--- src/rtl/icache_refill_ctrl_pkg.sv ---
// rtl/icache_refill_ctrl_pkg.sv - shared types, constants and helpers for the icache refill controller
//
// Purpose: refill FSM state encoding, default geometry, the line-offset mask
// and the saturating-increment helper used by the statistics counters.
// Ports: none (package).
package icache_refill_ctrl_pkg;

  typedef enum logic [1:0] {
    ST_IDLE  = 2'd0,
    ST_FETCH = 2'd1,
    ST_FILL  = 2'd2
  } state_t;

  localparam int DEF_ADDR_W = 32;
  localparam int DEF_WORD_W = 32;
  localparam int DEF_BEATS  = 2;
  localparam int LINE_W     = DEF_BEATS * DEF_WORD_W;

  // Byte-offset bits inside a 64-bit line; cleared to form the line base.
  localparam logic [2:0] LINE_OFF_MASK = 3'b111;

  // Increment val, holding at the all-ones value of a width-bit counter.
  function automatic logic [31:0] sat_inc(input logic [31:0] val, input int unsigned width);
    logic [31:0] max_val;
    max_val = (width >= 32) ? 32'hFFFF_FFFF : ((32'd1 << width) - 32'd1);
    return (val >= max_val) ? max_val : (val + 32'd1);
  endfunction

endpackage

--- src/rtl/icache_refill_ctrl_sat_counter.sv ---
// rtl/icache_refill_ctrl_sat_counter.sv - saturating event counter
//
// Purpose: counts single-cycle inc pulses, sticking at all-ones.
// Ports:
//   CLK    in   clock, rising edge
//   RESET  in   asynchronous active-high reset, clears count
//   inc    in   count one event this cycle
//   count  out  CNT_W-bit saturating count
module sat_counter
  import icache_refill_ctrl_pkg::*;
#(
  parameter int CNT_W = 20
) (
  input  logic             CLK,
  input  logic             RESET,
  input  logic             inc,
  output logic [CNT_W-1:0] count
);

  logic [31:0] count_next;

  assign count_next = sat_inc(32'(count), CNT_W);

  // Bits above CNT_W are always zero; fold them away explicitly.
  generate
    if (CNT_W < 32) begin : g_hi
      logic unused_hi;
      assign unused_hi = ^count_next[31:CNT_W];
    end
  endgenerate

  always_ff @(posedge CLK or posedge RESET) begin
    if (RESET) begin
      count <= '0;
    end else if (inc) begin
      count <= count_next[CNT_W-1:0];
    end
  end

endmodule

--- src/rtl/icache_refill_ctrl.sv ---
// rtl/icache_refill_ctrl.sv - instruction cache miss handler / line refill controller
//
// Purpose: on a cache miss, fetches the aligned BEATS-word line from memory
// one word at a time, assembles it, and writes it to the cache with a
// one-cycle refill strobe while stalling IF. A flush during the fetch lets
// the memory beats finish but drops the line.
// Ports:
//   CLK, RESET             clock (rising edge), asynchronous active-high reset
//   miss_req, miss_addr    level miss request and the missing PC
//   flush                  IF redirect; aborts an in-progress fetch
//   stall                  high while a refill is outstanding (FETCH, FILL)
//   refill_valid/addr/data one-cycle line write to the cache
//   mem_req, mem_addr      per-word memory request (level) and word address
//   mem_ack, mem_rdata     one-cycle word return
//   cnt_refill, cnt_abort  saturating completed / aborted refill counters
module icache_refill_ctrl
  import icache_refill_ctrl_pkg::*;
#(
  parameter int ADDR_W = DEF_ADDR_W,
  parameter int WORD_W = DEF_WORD_W,
  parameter int BEATS  = DEF_BEATS,
  parameter int CNT_W  = 20
) (
  input  logic                    CLK,
  input  logic                    RESET,
  input  logic                    miss_req,
  input  logic [ADDR_W-1:0]       miss_addr,
  input  logic                    flush,
  output logic                    stall,
  output logic                    refill_valid,
  output logic [ADDR_W-1:0]       refill_addr,
  output logic [BEATS*WORD_W-1:0] refill_data,
  output logic                    mem_req,
  output logic [ADDR_W-1:0]       mem_addr,
  input  logic                    mem_ack,
  input  logic [WORD_W-1:0]       mem_rdata,
  output logic [CNT_W-1:0]        cnt_refill,
  output logic [CNT_W-1:0]        cnt_abort
);

  localparam int LINE_BITS = BEATS * WORD_W;
  localparam int BEAT_W    = (BEATS > 1) ? $clog2(BEATS) : 1;
  localparam logic [BEAT_W-1:0] LAST_BEAT = BEAT_W'(BEATS - 1);

  state_t                state_q, state_d;
  logic [ADDR_W-1:0]     base_q;
  logic [BEAT_W-1:0]     beat_q;
  logic                  abort_q;
  logic [LINE_BITS-1:0]  line_q, line_d;
  logic                  start, last_beat, abort_d;
  logic                  inc_refill, inc_abort;

  assign start     = (state_q == ST_IDLE) && miss_req && !flush;
  assign last_beat = (beat_q == LAST_BEAT);
  // A flush in the final-ack cycle must still count as an abort.
  assign abort_d   = abort_q | flush;
  assign mem_addr  = base_q + (ADDR_W'(beat_q) << 2);

  always_comb begin
    line_d = line_q;
    line_d[int'(beat_q)*WORD_W +: WORD_W] = mem_rdata;
  end

  always_ff @(posedge CLK or posedge RESET) begin
    if (RESET) begin
      state_q <= ST_IDLE;
    end else begin
      state_q <= state_d;
    end
  end

  always_comb begin
    state_d      = state_q;
    stall        = 1'b0;
    mem_req      = 1'b0;
    refill_valid = 1'b0;
    inc_refill   = 1'b0;
    inc_abort    = 1'b0;
    case (state_q)
      ST_IDLE: begin
        if (start) state_d = ST_FETCH;
      end
      ST_FETCH: begin
        stall   = 1'b1;
        mem_req = 1'b1;
        if (mem_ack && last_beat) begin
          if (abort_d) begin
            state_d   = ST_IDLE;
            inc_abort = 1'b1;
          end else begin
            state_d = ST_FILL;
          end
        end
      end
      ST_FILL: begin
        stall        = 1'b1;
        refill_valid = 1'b1;
        inc_refill   = 1'b1;
        state_d      = ST_IDLE;
      end
      default: state_d = ST_IDLE;
    endcase
  end

  // refill_data/refill_addr only load on a good final beat, so they stay
  // stable through FILL and hold afterwards; aborted lines never reach them.
  always_ff @(posedge CLK or posedge RESET) begin
    if (RESET) begin
      base_q      <= '0;
      beat_q      <= '0;
      abort_q     <= 1'b0;
      line_q      <= '0;
      refill_addr <= '0;
      refill_data <= '0;
    end else if (start) begin
      base_q  <= miss_addr & ~ADDR_W'(LINE_OFF_MASK);
      beat_q  <= '0;
      abort_q <= 1'b0;
    end else if (state_q == ST_FETCH) begin
      abort_q <= abort_d;
      if (mem_ack) begin
        line_q <= line_d;
        beat_q <= beat_q + 1'b1;
        if (last_beat && !abort_d) begin
          refill_data <= line_d;
          refill_addr <= base_q;
        end
      end
    end
  end

  sat_counter #(.CNT_W(CNT_W)) u_cnt_refill (
    .CLK   (CLK),
    .RESET (RESET),
    .inc   (inc_refill),
    .count (cnt_refill)
  );

  sat_counter #(.CNT_W(CNT_W)) u_cnt_abort (
    .CLK   (CLK),
    .RESET (RESET),
    .inc   (inc_abort),
    .count (cnt_abort)
  );

endmodule

--- config.mk ---
export PLATFORM = sky130hd
export DESIGN_NAME = icache_refill_ctrl
export DESIGN_NICKNAME = d
export VERILOG_FILES = /design/src/rtl/icache_refill_ctrl_pkg.sv /design/src/rtl/icache_refill_ctrl_sat_counter.sv /design/src/rtl/icache_refill_ctrl.sv
export SDC_FILE = /design/constraint.sdc
export NUM_CORES = 1
export LEC_CHECK = 0
export ABC_CLOCK_PERIOD_IN_PS = 11800
export BUFFER_PORTS_ARGS = -buffer_cell sky130_fd_sc_hd__buf_2
export CORE_ASPECT_RATIO = 0.75
export CORE_MARGIN = 1
export CORE_UTILIZATION = 30
export CTS_CLUSTER_SIZE = 12
export DETAILED_ROUTE_END_ITERATION = 8
export PLACE_DENSITY = 0.53
export SETUP_SLACK_MARGIN = 0.4
export SYNTH_ARGS = -nofsm -noshare
export SYNTH_HDL_FRONTEND = slang
export SYNTH_SLANG_ARGS = --single-unit
--- constraint.sdc ---
create_clock -name CLK -period 11.8 [get_ports CLK]
set_input_delay 1.18 -clock CLK [delete_from_list [all_inputs] [get_ports CLK]]
set_output_delay 1.18 -clock CLK [all_outputs]
set_load 0.005 [all_outputs]
==> summary.txt <==
Required @ worst endpoint: 12.11 ns
GP Congestion: 0.7305
CP peak stage delay: 0.67 ns
Synth Area in Compound Gates: 0.02302
Post-synthesis instance area: 8098 sq um
Nets: 933
Worst setup EP type: flip-flop
Htree depth: 4
CTS tree: built
I/O Pins: 240
CTS Sinks: 198
Post-synthesis mux area share: 0.1845
Core area: 26230 sq um
Clk root buf: clkbuf_16
Initial core utilization: 0.3088
Hold Path Sink: refill_data[18]
Grt total ovfl: 0
First-pass GRT wire length: 29390 microns
Post-cts resize count: 0
Post-Synth Simple-Gate Area: 0.1270
Adder-cell share of the synthesized area: 0.007726
Worst Setup Start Kind: primary input
Reg2reg end: refill_data[51]
Main combinational cell family by area after synthesis: multiplexers
Routed Antenna Nets: 0
Worst Reg-to-Reg Cells: 6
TritonCTS buffer count: 17
Max-slew violations: 0
Avg WL per Cell: 15.50 microns
Fin util: 0.3891
Worst-path clk slew: 0.07 ns
All-layer global routing usage: 0.1375
Port buffer count: 231
Slew headroom: 0.3416
RSZ-0062 raised after global routing: false
CP max stage cell: buf_4
HPWL after DPL: 12790 microns
Via/cell ratio: 4.525
Final setup viols: 0
Critical Path AT: 3.15 ns
Hold Path Origin: refill_data[18]
Die W: 191.7 microns
Routed via count: 5511
Post-synthesis cell type count: 46
Worst vdd ir: 0.1057 mV
Initial DRC count: 203
Largest net degree at the start of global routing: 136
Hold path cells: 1
Clk_skew: 0.01090 ns
Syn avg cell area: 12.79 sq um
Max Fanout on Critical Path: 50
Register bit total from synthesis: 198
Final Cycle Share: 0.2410
DRC: 0
Power Dens Cells: 224.9 nW/um^2
Sequential Area: 4955 sq um
Leak: 5.400 nW
Max Root-Sink Buffers: 2
Synth Area in XOR/XNOR: 0.01731
Clk_lat worst skew: 0.43 ns
Fmax: 351.7 MHz
Post-Syn Instances: 633
Crit-path cells: buf_2 > nor2_1 > nand2_4 > buf_4 > mux2_2
Status: completed
Sequential share of the synthesized area: 0.6119
Cts hold-fix bufs: 0
Pwr Total: 0.002295 W
Worst-margin pin slew: 0.9877 ns
Final hold violation count: 0
Cell family with most CP delay: buffers and inverters
Design area: 10200 sq um
Synth area leaders: dfrtp_1 (61%), mux2_2 (18%), nand2_1 (5.4%), nand3_1 (1.1%), xnor2_1 (1.1%)
Critical path type: in -> reg
Top cell type's share of synthesized area: 0.6119
1st-pass router iterations: 4
Setup TNS: 0 ns
Layout cells sized above 1: 0.4839
Area Growth Syn to Fin: 26.02%
Fill count: 2593
Die area: 27660 sq um
Site Rows: 51
Area of placed instances: 9560 sq um
Final wirelength: 18880 microns
Area occupied by multi-input gates: 2940 sq um
Dominant cell type by area after synthesis: dfrtp_1
Vias in the first global route: 5322
Synth warn: 0
Maxcap violations: 0
Reg2reg start: state_q[1]
Flop2flop setup slack: 9.15 ns
Final min period: 2.843 ns
Initial antenna violation count: 3
HP Class: reg -> reg
CP Buf/Inv Count: 2
Setup bufs post-CTS: 0
Die H: 144.3 microns
worst register-to-register path, delay by kind of cell, from the launching register on:
| family | cells | cell delay [ns] |
|---|---|---|
| adders and majority gates | 1 | 0.24 |
| buffers and inverters | 2 | 0.79 |
| DFF | 1 | 0.38 |
| muxes | 1 | 0.44 |
| and+or+nand+nor | 2 | 0.68 |
flip-flops by register name, summed over array words and instances (netlist names):
signal and cells:
base_q 29, u_cnt_abort.count 20, beat_q 1, refill_data 64, state_q 2, abort_q 1, u_cnt_refill.count 20, line_q 32
refill_addr 29
cell usage in the layout (no fill, tap or decap), types with 3 or more instances in the layout:
cell type  Yosys  layout
o31ai_1        3       3
and2_1         3       3
mux2i_1        3       3
conb_1         1       5
ha_1           5       5
o21ai_1        3       3
nand2_2        8       8
o21ai_0       11      11
nand2_1      117     116
dfrtp_1      198     198
nand3_1       18      18
mux2_2       130     130
buf_2         16     231
xor2_1         6       6
nor4_1         5       5
nor2_1        12      11
nor3_1         5       5
and3_1         6       6
inv_8          0       3
or3_1          4       4
a21oi_1        6       6
clkbuf_16      0      17
inv_6          0       4
xnor2_1       10      10
nand4_1        7       7
buf_4          7       5
inv_1          9       8
bufinv_16      0       4
and4_1         6       6
where the power goes:
group	switching, W	internal (W)
combinational	0.000259	0.000331
clock	0.000275	0.000362
sequential	0.000137	0.000931
total	0.000671	0.00162
through the flow:
| step | hold WS, ns | std cells | setup slack [ns] |
|---|---|---|---|
| floorplan | 0.4750 | 637 | 5.223 |
| global placement | 0.4804 | 1184 | 8.494 |
| detailed placement | 0.4841 | 1184 | 8.491 |
| CTS | 0.5055 | 1216 | 8.951 |
| global route | 0.5139 | 1216 | 8.847 |
| finish | 0.5000 | 1218 | 8.957 |
logic make-up after synthesis:
kind of cell,Yosys count
other,1
XOR/XNOR,16
AND/OR/NAND/NOR,207
adder cells (fa/ha/maj),5
buffers and inverters,42
flip-flops,198
AO/OA/AOI/OAI,31
multiplexers,133
synth_stat cells, drive strengths merged:
| cell | n |
|---|---|
| or2 | 2 |
| mux2 | 130 |
| and3 | 6 |
| and2 | 3 |
| nor3 | 6 |
| o211ai | 1 |
| a41oi | 1 |
| conb | 1 |
| buf | 25 |
| o221a | 1 |
| mux2i | 3 |
| or4 | 3 |
| a31o | 1 |
| inv | 9 |
| xnor2 | 10 |
| nand3 | 19 |
| or3 | 4 |
| o21ai | 14 |
| a21oi | 6 |
| or4b | 1 |
| a31oi | 2 |
| nor2 | 12 |
| dfrtp | 198 |
| nand3b | 2 |
| nor4 | 7 |
| o21a | 1 |
| o31ai | 3 |
| ha | 5 |
| xor2 | 6 |
| and4 | 7 |
| a21boi | 1 |
| clkbuf | 8 |
| nand4 | 10 |
| nand2 | 125 |
layout make-up:
cell class              count  area share
clock inverters            14     0.02060
repair buffers            236      0.1170
multi-input cells         397      0.2881
inverters                   9    0.004046
clock buffers              18     0.04205
well taps                 344     0.04218
diodes                      2   0.0004904
flip-flops and latches    198      0.4855
metal layers:
metal  vias to the layer above  GRT usage  share of wire  wire length [microns]
met3                        10    0.05654          0.078                   1470
met2                       163     0.1995           0.43                   8094
met5                         -          0        0.00069                     13
li1                       2638          -              -                      -
met1                      2698     0.1880           0.49                   9174
met4                         2    0.03509         0.0067                    127
worst max path at each step:
stage                       to    start  cells after the start  slack, ns
4_1_cts        refill_data[51]    flush                      5       8.95
2_1_floorplan          abort_q    RESET                      1       5.22
3_5_place_dp   refill_data[51]    flush                      5       8.49
5_1_grt        refill_data[51]    flush                      5       8.85
6_report       refill_data[51]    flush                      5       8.96
3_3_place_gp   refill_data[54]  mem_ack                      5       8.49
Power figures use the tool's default switching activity.
